File: src/rtl/pdp8_pkg.sv
// Shared PDP-8 definitions: word/address widths plus the memory arbiter's
// state/client encodings and its grant-selection helper.
`ifndef ADDR_WIDTH
`define ADDR_WIDTH 12
`endif
`ifndef DATA_WIDTH
`define DATA_WIDTH 12
`endif

package pdp8_pkg;

  typedef enum logic [1:0] {
    IDLE  = 2'd0,
    ISSUE = 2'd1,
    WAIT  = 2'd2,
    RESP  = 2'd3
  } arb_state_e;

  typedef enum logic [1:0] {
    CL_IFU  = 2'd0,
    CL_EXRD = 2'd1,
    CL_EXWR = 2'd2
  } arb_client_e;

  localparam int ARB_STARVE_LIMIT_DEF = 8;
  localparam int ARB_RD_LATENCY_DEF   = 1;

  // exec_wr > exec_rd > ifu, unless fetch has lost too many times in a row.
  function automatic arb_client_e arb_pick(input logic wr_req,
                                           input logic rd_req,
                                           input logic ifu_req,
                                           input logic ifu_starved);
    arb_client_e win;
    if (ifu_req && ifu_starved) begin
      win = CL_IFU;
    end else if (wr_req) begin
      win = CL_EXWR;
    end else if (rd_req) begin
      win = CL_EXRD;
    end else begin
      win = CL_IFU;
    end
    return win;
  endfunction

endpackage

File: src/rtl/pdp_mem_arbiter.sv
// Single-port memory arbiter merging fetch read, execution read and execution
// write onto one synchronous memory with a fixed read latency.
module pdp_mem_arbiter
  import pdp8_pkg::*;
#(
  parameter int RD_LATENCY   = ARB_RD_LATENCY_DEF,
  parameter int STARVE_LIMIT = ARB_STARVE_LIMIT_DEF
) (
  input  logic                   clk,
  input  logic                   reset,
  input  logic                   ifu_rd_req,
  input  logic [`ADDR_WIDTH-1:0] ifu_rd_addr,
  output logic [`DATA_WIDTH-1:0] ifu_rd_data,
  output logic                   ifu_rd_valid,
  input  logic                   exec_rd_req,
  input  logic [`ADDR_WIDTH-1:0] exec_rd_addr,
  output logic [`DATA_WIDTH-1:0] exec_rd_data,
  output logic                   exec_rd_valid,
  input  logic                   exec_wr_req,
  input  logic [`ADDR_WIDTH-1:0] exec_wr_addr,
  input  logic [`DATA_WIDTH-1:0] exec_wr_data,
  output logic                   exec_wr_done,
  output logic                   mem_req,
  output logic                   mem_we,
  output logic [`ADDR_WIDTH-1:0] mem_addr,
  output logic [`DATA_WIDTH-1:0] mem_wdata,
  input  logic [`DATA_WIDTH-1:0] mem_rdata,
  output logic                   arb_busy
);

  localparam int SW = $clog2(STARVE_LIMIT + 1);
  localparam int LW = 3;

  arb_state_e             state;
  arb_state_e             state_nxt;
  arb_client_e            client;
  arb_client_e            client_nxt;
  arb_client_e            win;
  logic [LW-1:0]          lat_cnt;
  logic [LW-1:0]          lat_nxt;
  logic [SW-1:0]          starve_cnt;
  logic [SW-1:0]          starve_nxt;
  logic                   starved;
  logic                   any_req;
  logic                   mem_req_nxt;
  logic                   mem_we_nxt;
  logic [`ADDR_WIDTH-1:0] mem_addr_nxt;
  logic [`DATA_WIDTH-1:0] mem_wdata_nxt;
  logic [`DATA_WIDTH-1:0] ifu_data_nxt;
  logic [`DATA_WIDTH-1:0] exec_data_nxt;
  logic                   ifu_valid_nxt;
  logic                   exec_valid_nxt;
  logic                   wr_done_nxt;
  logic                   busy_nxt;

  assign starved = (starve_cnt == SW'(STARVE_LIMIT));
  assign any_req = ifu_rd_req | exec_rd_req | exec_wr_req;
  assign win     = arb_pick(exec_wr_req, exec_rd_req, ifu_rd_req, starved);

  always_comb begin
    state_nxt      = state;
    client_nxt     = client;
    lat_nxt        = lat_cnt;
    starve_nxt     = starve_cnt;
    mem_req_nxt    = 1'b0;
    mem_we_nxt     = 1'b0;
    mem_addr_nxt   = mem_addr;
    mem_wdata_nxt  = mem_wdata;
    ifu_data_nxt   = ifu_rd_data;
    exec_data_nxt  = exec_rd_data;
    ifu_valid_nxt  = 1'b0;
    exec_valid_nxt = 1'b0;
    wr_done_nxt    = 1'b0;

    case (state)
      IDLE: begin
        if (any_req) begin
          state_nxt   = ISSUE;
          client_nxt  = win;
          mem_req_nxt = 1'b1;
          case (win)
            CL_EXWR: begin
              mem_we_nxt    = 1'b1;
              mem_addr_nxt  = exec_wr_addr;
              mem_wdata_nxt = exec_wr_data;
            end
            CL_EXRD: mem_addr_nxt = exec_rd_addr;
            default: mem_addr_nxt = ifu_rd_addr;
          endcase
          // Fetch loss is only counted when fetch was actually asking.
          if (win == CL_IFU) begin
            starve_nxt = '0;
          end else if (ifu_rd_req && !starved) begin
            starve_nxt = starve_cnt + SW'(1);
          end else begin
            starve_nxt = starve_cnt;
          end
        end else begin
          state_nxt = IDLE;
        end
      end

      ISSUE: begin
        if (client == CL_EXWR) begin
          state_nxt   = RESP;
          wr_done_nxt = 1'b1;
        end else begin
          state_nxt = WAIT;
          lat_nxt   = LW'(RD_LATENCY);
        end
      end

      // mem_rdata is valid in the last WAIT cycle; capture and flag together.
      WAIT: begin
        if (lat_cnt <= LW'(1)) begin
          state_nxt = RESP;
          lat_nxt   = '0;
          if (client == CL_EXRD) begin
            exec_data_nxt  = mem_rdata;
            exec_valid_nxt = 1'b1;
          end else begin
            ifu_data_nxt  = mem_rdata;
            ifu_valid_nxt = 1'b1;
          end
        end else begin
          lat_nxt = lat_cnt - LW'(1);
        end
      end

      RESP:    state_nxt = IDLE;
      default: state_nxt = IDLE;
    endcase

    busy_nxt = (state_nxt != IDLE);
  end

  // State and every output register; reset discards any in-flight access.
  always_ff @(posedge clk or posedge reset) begin
    if (reset) begin
      state         <= IDLE;
      client        <= CL_IFU;
      lat_cnt       <= '0;
      starve_cnt    <= '0;
      mem_req       <= 1'b0;
      mem_we        <= 1'b0;
      mem_addr      <= '0;
      mem_wdata     <= '0;
      ifu_rd_data   <= '0;
      exec_rd_data  <= '0;
      ifu_rd_valid  <= 1'b0;
      exec_rd_valid <= 1'b0;
      exec_wr_done  <= 1'b0;
      arb_busy      <= 1'b0;
    end else begin
      state         <= state_nxt;
      client        <= client_nxt;
      lat_cnt       <= lat_nxt;
      starve_cnt    <= starve_nxt;
      mem_req       <= mem_req_nxt;
      mem_we        <= mem_we_nxt;
      mem_addr      <= mem_addr_nxt;
      mem_wdata     <= mem_wdata_nxt;
      ifu_rd_data   <= ifu_data_nxt;
      exec_rd_data  <= exec_data_nxt;
      ifu_rd_valid  <= ifu_valid_nxt;
      exec_rd_valid <= exec_valid_nxt;
      exec_wr_done  <= wr_done_nxt;
      arb_busy      <= busy_nxt;
    end
  end

endmodule

File: config.mk
export PLATFORM = sky130hd
export DESIGN_NAME = pdp_mem_arbiter
export DESIGN_NICKNAME = d
export VERILOG_FILES = /design/src/rtl/pdp8_pkg.sv /design/src/rtl/pdp_mem_arbiter.sv
export SDC_FILE = /design/constraint.sdc
export NUM_CORES = 1
export LEC_CHECK = 0
export CAP_MARGIN = 20
export CORE_UTILIZATION = 43
export DETAILED_ROUTE_END_ITERATION = 10
export HOLD_SLACK_MARGIN = 0.12
export PLACE_DENSITY = 0.82
export REMOVE_ABC_BUFFERS = 1
export SYNTH_ARGS = -nofsm -noshare
export SYNTH_HDL_FRONTEND = slang
export SYNTH_SLANG_ARGS = --single-unit
File: constraint.sdc
create_clock -name clk -period 3 [get_ports clk]
set_input_delay 0.75 -clock clk [delete_from_list [all_inputs] [get_ports clk]]
set_output_delay 0.75 -clock clk [all_outputs]
set_load 0.05 [all_outputs]
==> results of run 1 <==
sequential cells by signal, summed over array words and instances (netlist names), 2 cells and up:
signal	count
exec_rd_data	12
ifu_rd_data	12
mem_addr	12
mem_wdata	12
starve_cnt	4
lat_cnt	3
client	2
state	2
worst max-delay path, cell delays in order:
cell	delay, ns
clkdlybuf4s50_1	0.63
and3b_1	0.22
ha_1	0.68
a221oi_1	0.14
o31ai_1	0.25
logic make-up (layout without fill, tap and decap cells):
group	after synthesis	in the layout	synth area share
buf+inv	27	152	0.0486
compound gates	50	50	0.129
simple gates	49	49	0.0993
flops	65	65	0.540
mux	36	36	0.146
fa+ha+maj	9	9	0.0374
how the worst max path moves through the flow:
stage,start,to,slack [ns],cells after the start
6_report,exec_wr_req,mem_addr[0]$_DFFE_PP0P_,0.58,5
2_1_floorplan,reset,arb_busy$_DFF_PP0_,0.62,1
3_3_place_gp,exec_wr_req,mem_addr[4]$_DFFE_PP0P_,0.34,5
4_1_cts,exec_wr_req,mem_addr[0]$_DFFE_PP0P_,0.57,5
3_5_place_dp,exec_wr_req,mem_addr[6]$_DFFE_PP0P_,0.20,5
5_1_grt,starve_cnt[0]$_DFFE_PP0P_,mem_addr[10]$_DFFE_PP0P_,0.34,8
layer usage:
| metal | global-route usage | up-vias | share of wire |
|---|---|---|---|
| li1 | - | 1096 | - |
| met1 | 0.239 | 1096 | 0.44 |
| met2 | 0.346 | 106 | 0.48 |
| met3 | 0.0481 | 16 | 0.056 |
| met4 | 0.0970 | 0 | 0.024 |
| met5 | 0 | - | 0 |
report_power, final:
part / switching, W / internal (W) / total [W]
clock: 0.000369 / 0.000475 / 0.000843
sequential: 0.000236 / 0.00130 / 0.00153
combinational: 0.00191 / 0.00119 / 0.00310
total: 0.00252 / 0.00296 / 0.00547
placed cells by master (no fill, tap or decap), types with 2 or more instances in the layout:
cell	netlist	layout
mux2_4	9	9
bufinv_16	0	2
ha_1	9	9
a21oi_1	3	3
o21bai_1	2	2
o31ai_1	12	12
inv_1	13	12
nand4_1	2	2
clkinvlp_4	0	2
nand3b_1	3	3
nor2_1	3	3
inv_2	1	2
nor2b_1	13	13
a221oi_1	12	12
dfrtp_1	65	65
and3b_1	3	3
buf_4	3	3
nand2_1	18	18
clkdlybuf4s50_1	0	118
o21ai_0	8	8
inv_6	0	2
a32o_1	2	2
mux2_2	27	27
clkbuf_8	0	9
through the flow:
stage / total power (W) / instances / cell area, µm²
2_1_floorplan: 0.00361 / 223 / 2920
3_3_place_gp: 0.00458 / 441 / 4260
3_5_place_dp: 0.00466 / 441 / 4260
4_1_cts: 0.00552 / 457 / 4490
5_1_grt: 0.00575 / 457 / 4490
6_report: 0.00547 / 457 / 4490
final cells by class:
| class | count | area share |
|---|---|---|
| Sequential cell | 65 | 0.363 |
| Inverter | 14 | 0.0117 |
| Clock inverter | 7 | 0.0226 |
| Tap cell | 96 | 0.0268 |
| Timing Repair Buffer | 122 | 0.273 |
| Multi-Input combinational cell | 144 | 0.276 |
| Clock buffer | 9 | 0.0276 |
==> flow_summary.ini, run 1 <==
[outcome]
status = finished clean

[clock_network]
cts_setup_buffers = 0
clock_sinks = 65
cts_tree = yes
cts_resized = 0
holdBufCountCts = 0
clk_pin_slew_ns = 0.08
clockBufferDepth = 2
root_buffer = clkbuf_8
clkLatencyLatePin_ns = 0.35
cts_buffers = 9
cts.htree.levels = 3

[logic_synthesis]
netlist_top_cells_count = dfrtp_1 (65), mux2_2 (27), nand2_1 (18)
synth.top_cell.area_share = 0.540
seq_area_frac_synth = 0.540
yosys.area.top_type = dfrtp_1
async_flop_share = 1.00
synth.most_common_cell = dfrtp_1
syn_area_um2 = 3010
yosys_warnings = 0
synth.area.top_cells = dfrtp_1 (54%), mux2_2 (10%), mux2_4 (4.5%)
ys.flop_type = dfrtp_1
synth_edf_count = 0
ys_types = 41
ys_seq_elements = 65
netlist_instances = 236
postSynthAreaPerCell_um2 = 12.8

[cells_and_area]
multi_input_area_um2 = 1240
area_growth_pct = 49.0
regArea_um2 = 1630
num-nets-final = 430
n_fill_cell = 538
fin_util = 0.660
antennaDiodeCount = 0
layout-drive-gt1-share = 0.177

[timing]
post-route-period-util = 0.807
max_slew_margin = 0.588
setup_violations = 0
layout_min_cycle_time_ns = 2.42
fin_tns_setup_ns = 0
tightest_slew_ns = 0.618
worst_slack_ns = 0.578
hold_slack_ns = 0.486
finClkSkew_ns = 0.0106
hold_violations = 0
drv_slew = 0
fmaxAchievable_mhz = 413
rsz0062_at_grt = false

[min_path]
worstHoldPathCells = 2
min_path_type = register to register
min-delay-start = mem_addr[10]$_DFFE_PP0P_
whs_endpoint = mem_addr[10]$_DFFE_PP0P_

[drt]
drc = 0
drt_iter0_markers = 69
first_pass_iters = 5
wl_per_cell_um = 15.3
viasPerCell = 5.06
totalWireLength_um = 6970
vias = 2314
drtAntennaViolNets = 0

[floorplan]
initial_core_util = 0.443
pin_count = 119
die_w_um = 85.7
core-area_um2 = 6790
row_count = 30
die_h_um = 85.7
die_area_um2 = 7340

[global_routing]
grt_use_total = 0.202
grt_antenna_before_repair = 0
grt_pass1_wl_um = 11300
grt_pass1_vias = 2382
grt_max_degree = 41
overflow = 0

[setup_path]
setup.worst_path.end_class = register
rr_worst_depth = 8
required_ns = 3.25
r2r_end = mem_addr[0]$_DFFE_PP0P_
cp-start-kind = primary input
reg2reg_slack_ns = 0.58
r2r-start = starve_cnt[0]$_DFFE_PP0P_
crit_fanout = 24
critPathKind = primary input to register
arrival_ns = 2.67

[placed_design]
place.gp.congestion = 0.738
pre_cts_ws_ns = 0.198
numPortBuffers = 118
hpwlAfterDp_um = 5000

[pwr]
power.leakage_nw = 1.94
ir_worst_vdd_mv = 0.403
power.density_nw_per_um2 = 1220

[run]
cap_violations = 0
Power figures use the tool's default switching activity.
==> run 2: changes to the inputs <==
Settings changed: CORE_UTILIZATION 43 to 39, PLACE_DENSITY 0.82 to 0.79.
Clock period 3 ns to 2.05 ns, I/O delays scaled along.
==> run 2 against run 1 <==
Against the previous run:
- the run now ends with setup timing left
- die area is 10% higher
- clock power rose by 45%
- final cell count up 4.4%
- sequential share of layout area decreased by 2.7 points
- flip-flop and latch count unchanged
==> flow_summary.ini, run 2 (synthesis results as in run 1) <==
[outcome]
status = finished, violations left
violations = setup timing

[min_path]
min_path_type = register to register
whs_endpoint = mem_addr[9]$_DFFE_PP0P_
worstHoldPathCells = 2
min-delay-start = mem_addr[9]$_DFFE_PP0P_

[timing]
worst_slack_ns = -0.0208
fmaxAchievable_mhz = 483
max_slew_margin = 0.636
tightest_slew_ns = 0.544
rsz0062_at_grt = true
post-route-period-util = 1.01
layout_min_cycle_time_ns = 2.07
hold_violations = 0
drv_slew = 0
setup_violations = 3
finClkSkew_ns = 0.00970

[floorplan]
core-area_um2 = 7370
die_w_um = 89.9
pin_count = 119
initial_core_util = 0.409
die_h_um = 89.9
row_count = 31
die_area_um2 = 8080

[clock_network]
clock_sinks = 65
cts_buffers = 9
cts_tree = yes
clockBufferDepth = 2
holdBufCountCts = 0
clk_pin_slew_ns = 0.07
cts.htree.levels = 3
root_buffer = clkbuf_8
clkLatencyLatePin_ns = 0.34

[global_routing]
grt_pass1_wl_um = 11700
grt_busiest_layer = met2
grt.met1_usage = 0.241
met2_usage = 0.302
grt_use_total = 0.185
grt_antenna_before_repair = 0
use_met3 = 0.0406
grt_pass1_vias = 2409
grt_max_degree = 66
overflow = 0

[setup_path]
path_cells = inv_2, ha_2, and3b_2, nand2_2, and3b_2, ha_4, clkbuf_16, a221oi_2, o31ai_1
rr_worst_depth = 9
reg2reg_slack_ns = -0.02
path_common_cell = and3b_2
r2r-start = starve_cnt[1]$_DFFE_PP0P_
required_ns = 2.27
crit_fanout = 6
cpPeakStageDelay_ns = 0.40
critPathKind = register to register
setup.worst_path.end_class = register
crit_buf_inv = 2
slowest_stage = dfrtp_1
r2r_end = mem_addr[11]$_DFFE_PP0P_
critical-path-top-delay-family = simple AND/OR/NAND/NOR gates
arrival_ns = 2.30
cp-start-kind = register

[cells_and_area]
num-nets-final = 447
final_cell_area_um2 = 4840
area_growth_pct = 60.7
layout-drive-gt1-share = 0.280
final_common_cell = clkdlybuf4s50_1
final_cell_mix = clkdlybuf4s50_1 (84), dfrtp_1 (65), dlymetal6s2s_1 (29)
antennaDiodeCount = 0

[placed_design]
place.gp.congestion = 0.774
placed_area_um2 = 4360
hpwlAfterDp_um = 5160
numPortBuffers = 118

[drt]
drtAntennaViolNets = 0
wl_per_cell_um = 16.0
vias = 2398
first_pass_iters = 4
totalWireLength_um = 7630
drc = 0
viasPerCell = 5.03
drt_iter0_markers = 54

[pwr]
p_seq_frac = 0.272
power.leakage_nw = 2.38
pwr-share-clk = 0.150
ir_worst_vdd_mv = 0.620
finalPower_w = 0.00818
swShare = 0.456
intPower_w = 0.00445
power.density_nw_per_um2 = 1690
switchingPower_w = 0.00373
pwr-share-comb = 0.579

[run]
cap_violations = 0
## run 2: layout make-up
cell class,instances,area [µm²]
Clock buffer,10,138
Clock inverter,6,90.1
Fill cell,580,2530
Inverter,14,52.6
Multi-Input combinational cell,144,1340
Sequential cell,65,1630
Tap cell,99,124
Timing Repair Buffer,139,1470
## run 2: worst max-delay path by stage
stage | cells past startpoint | endpoint | from | slack [ns]
2_1_floorplan | 1 | arb_busy$_DFF_PP0_ | reset | -0.09
3_3_place_gp | 7 | mem_addr[11]$_DFFE_PP0P_ | ifu_rd_req | -0.19
3_5_place_dp | 6 | mem_addr[3]$_DFFE_PP0P_ | exec_wr_req | -0.26
4_1_cts | 1 | mem_wdata[3] | mem_wdata[3]$_DFFE_PP0P_ | 0.002
5_1_grt | 9 | mem_addr[1]$_DFFE_PP0P_ | starve_cnt[0]$_DFFE_PP0P_ | -0.16
6_report | 9 | mem_addr[11]$_DFFE_PP0P_ | starve_cnt[1]$_DFFE_PP0P_ | -0.02
## run 2: worst register-to-register path: cells and delay by family, from the launching register on
| kind | cells | cell delay, ns |
|---|---|---|
| and+or+nand+nor | 3 | 0.53 |
| adders and majority gates | 2 | 0.51 |
| DFF | 1 | 0.40 |
| AOI/OAI and AO/OA | 2 | 0.32 |
| buffers and inverters | 2 | 0.23 |
## run 2: power by group through the flow
| stage | registers (W) | logic, W | clock network, W |
|---|---|---|---|
| final | 0.00222 | 0.00473 | 0.00122 |
| after global routing | 0.00231 | 0.00497 | 0.00133 |
| after CTS | 0.00223 | 0.00468 | 0.00126 |
| after detailed placement | 0.00225 | 0.00467 | 0 |
| after global placement | 0.00221 | 0.00458 | 0 |
| after floorplan | 0.00404 | 0.00124 | 0 |
## run 2: metal layers
layer,vias to the layer above,routed length [µm]
met1,1162,3270
met2,94,3870
met4,0,102
met5,-,0
met3,9,382
li1,1133,-
## run 2: what timing repair did
action | 4_1_cts | 5_1_grt
setup buffers | 0 | 2
resized for setup | 6 | 47
pin swaps | 0 | 7
setup endpoints to repair | 12 | 56
gates cloned | 0 | 3
## run 2: through the flow
step / worst slack [ns] / util / setup TNS [ns] / hold slack [ns] / instances
6_report: -0.0208 / 0.657 / -0.0302 / 0.483 / 477
4_1_cts: 0.00169 / 0.625 / 0 / 0.482 / 472
3_5_place_dp: -0.255 / 0.591 / -5.33 / 0.464 / 456
5_1_grt: -0.161 / 0.657 / -1.27 / 0.513 / 477
2_1_floorplan: -0.0890 / - / -6.54 / 0.484 / 223
3_3_place_gp: -0.186 / 0.591 / -4.10 / 0.460 / 456
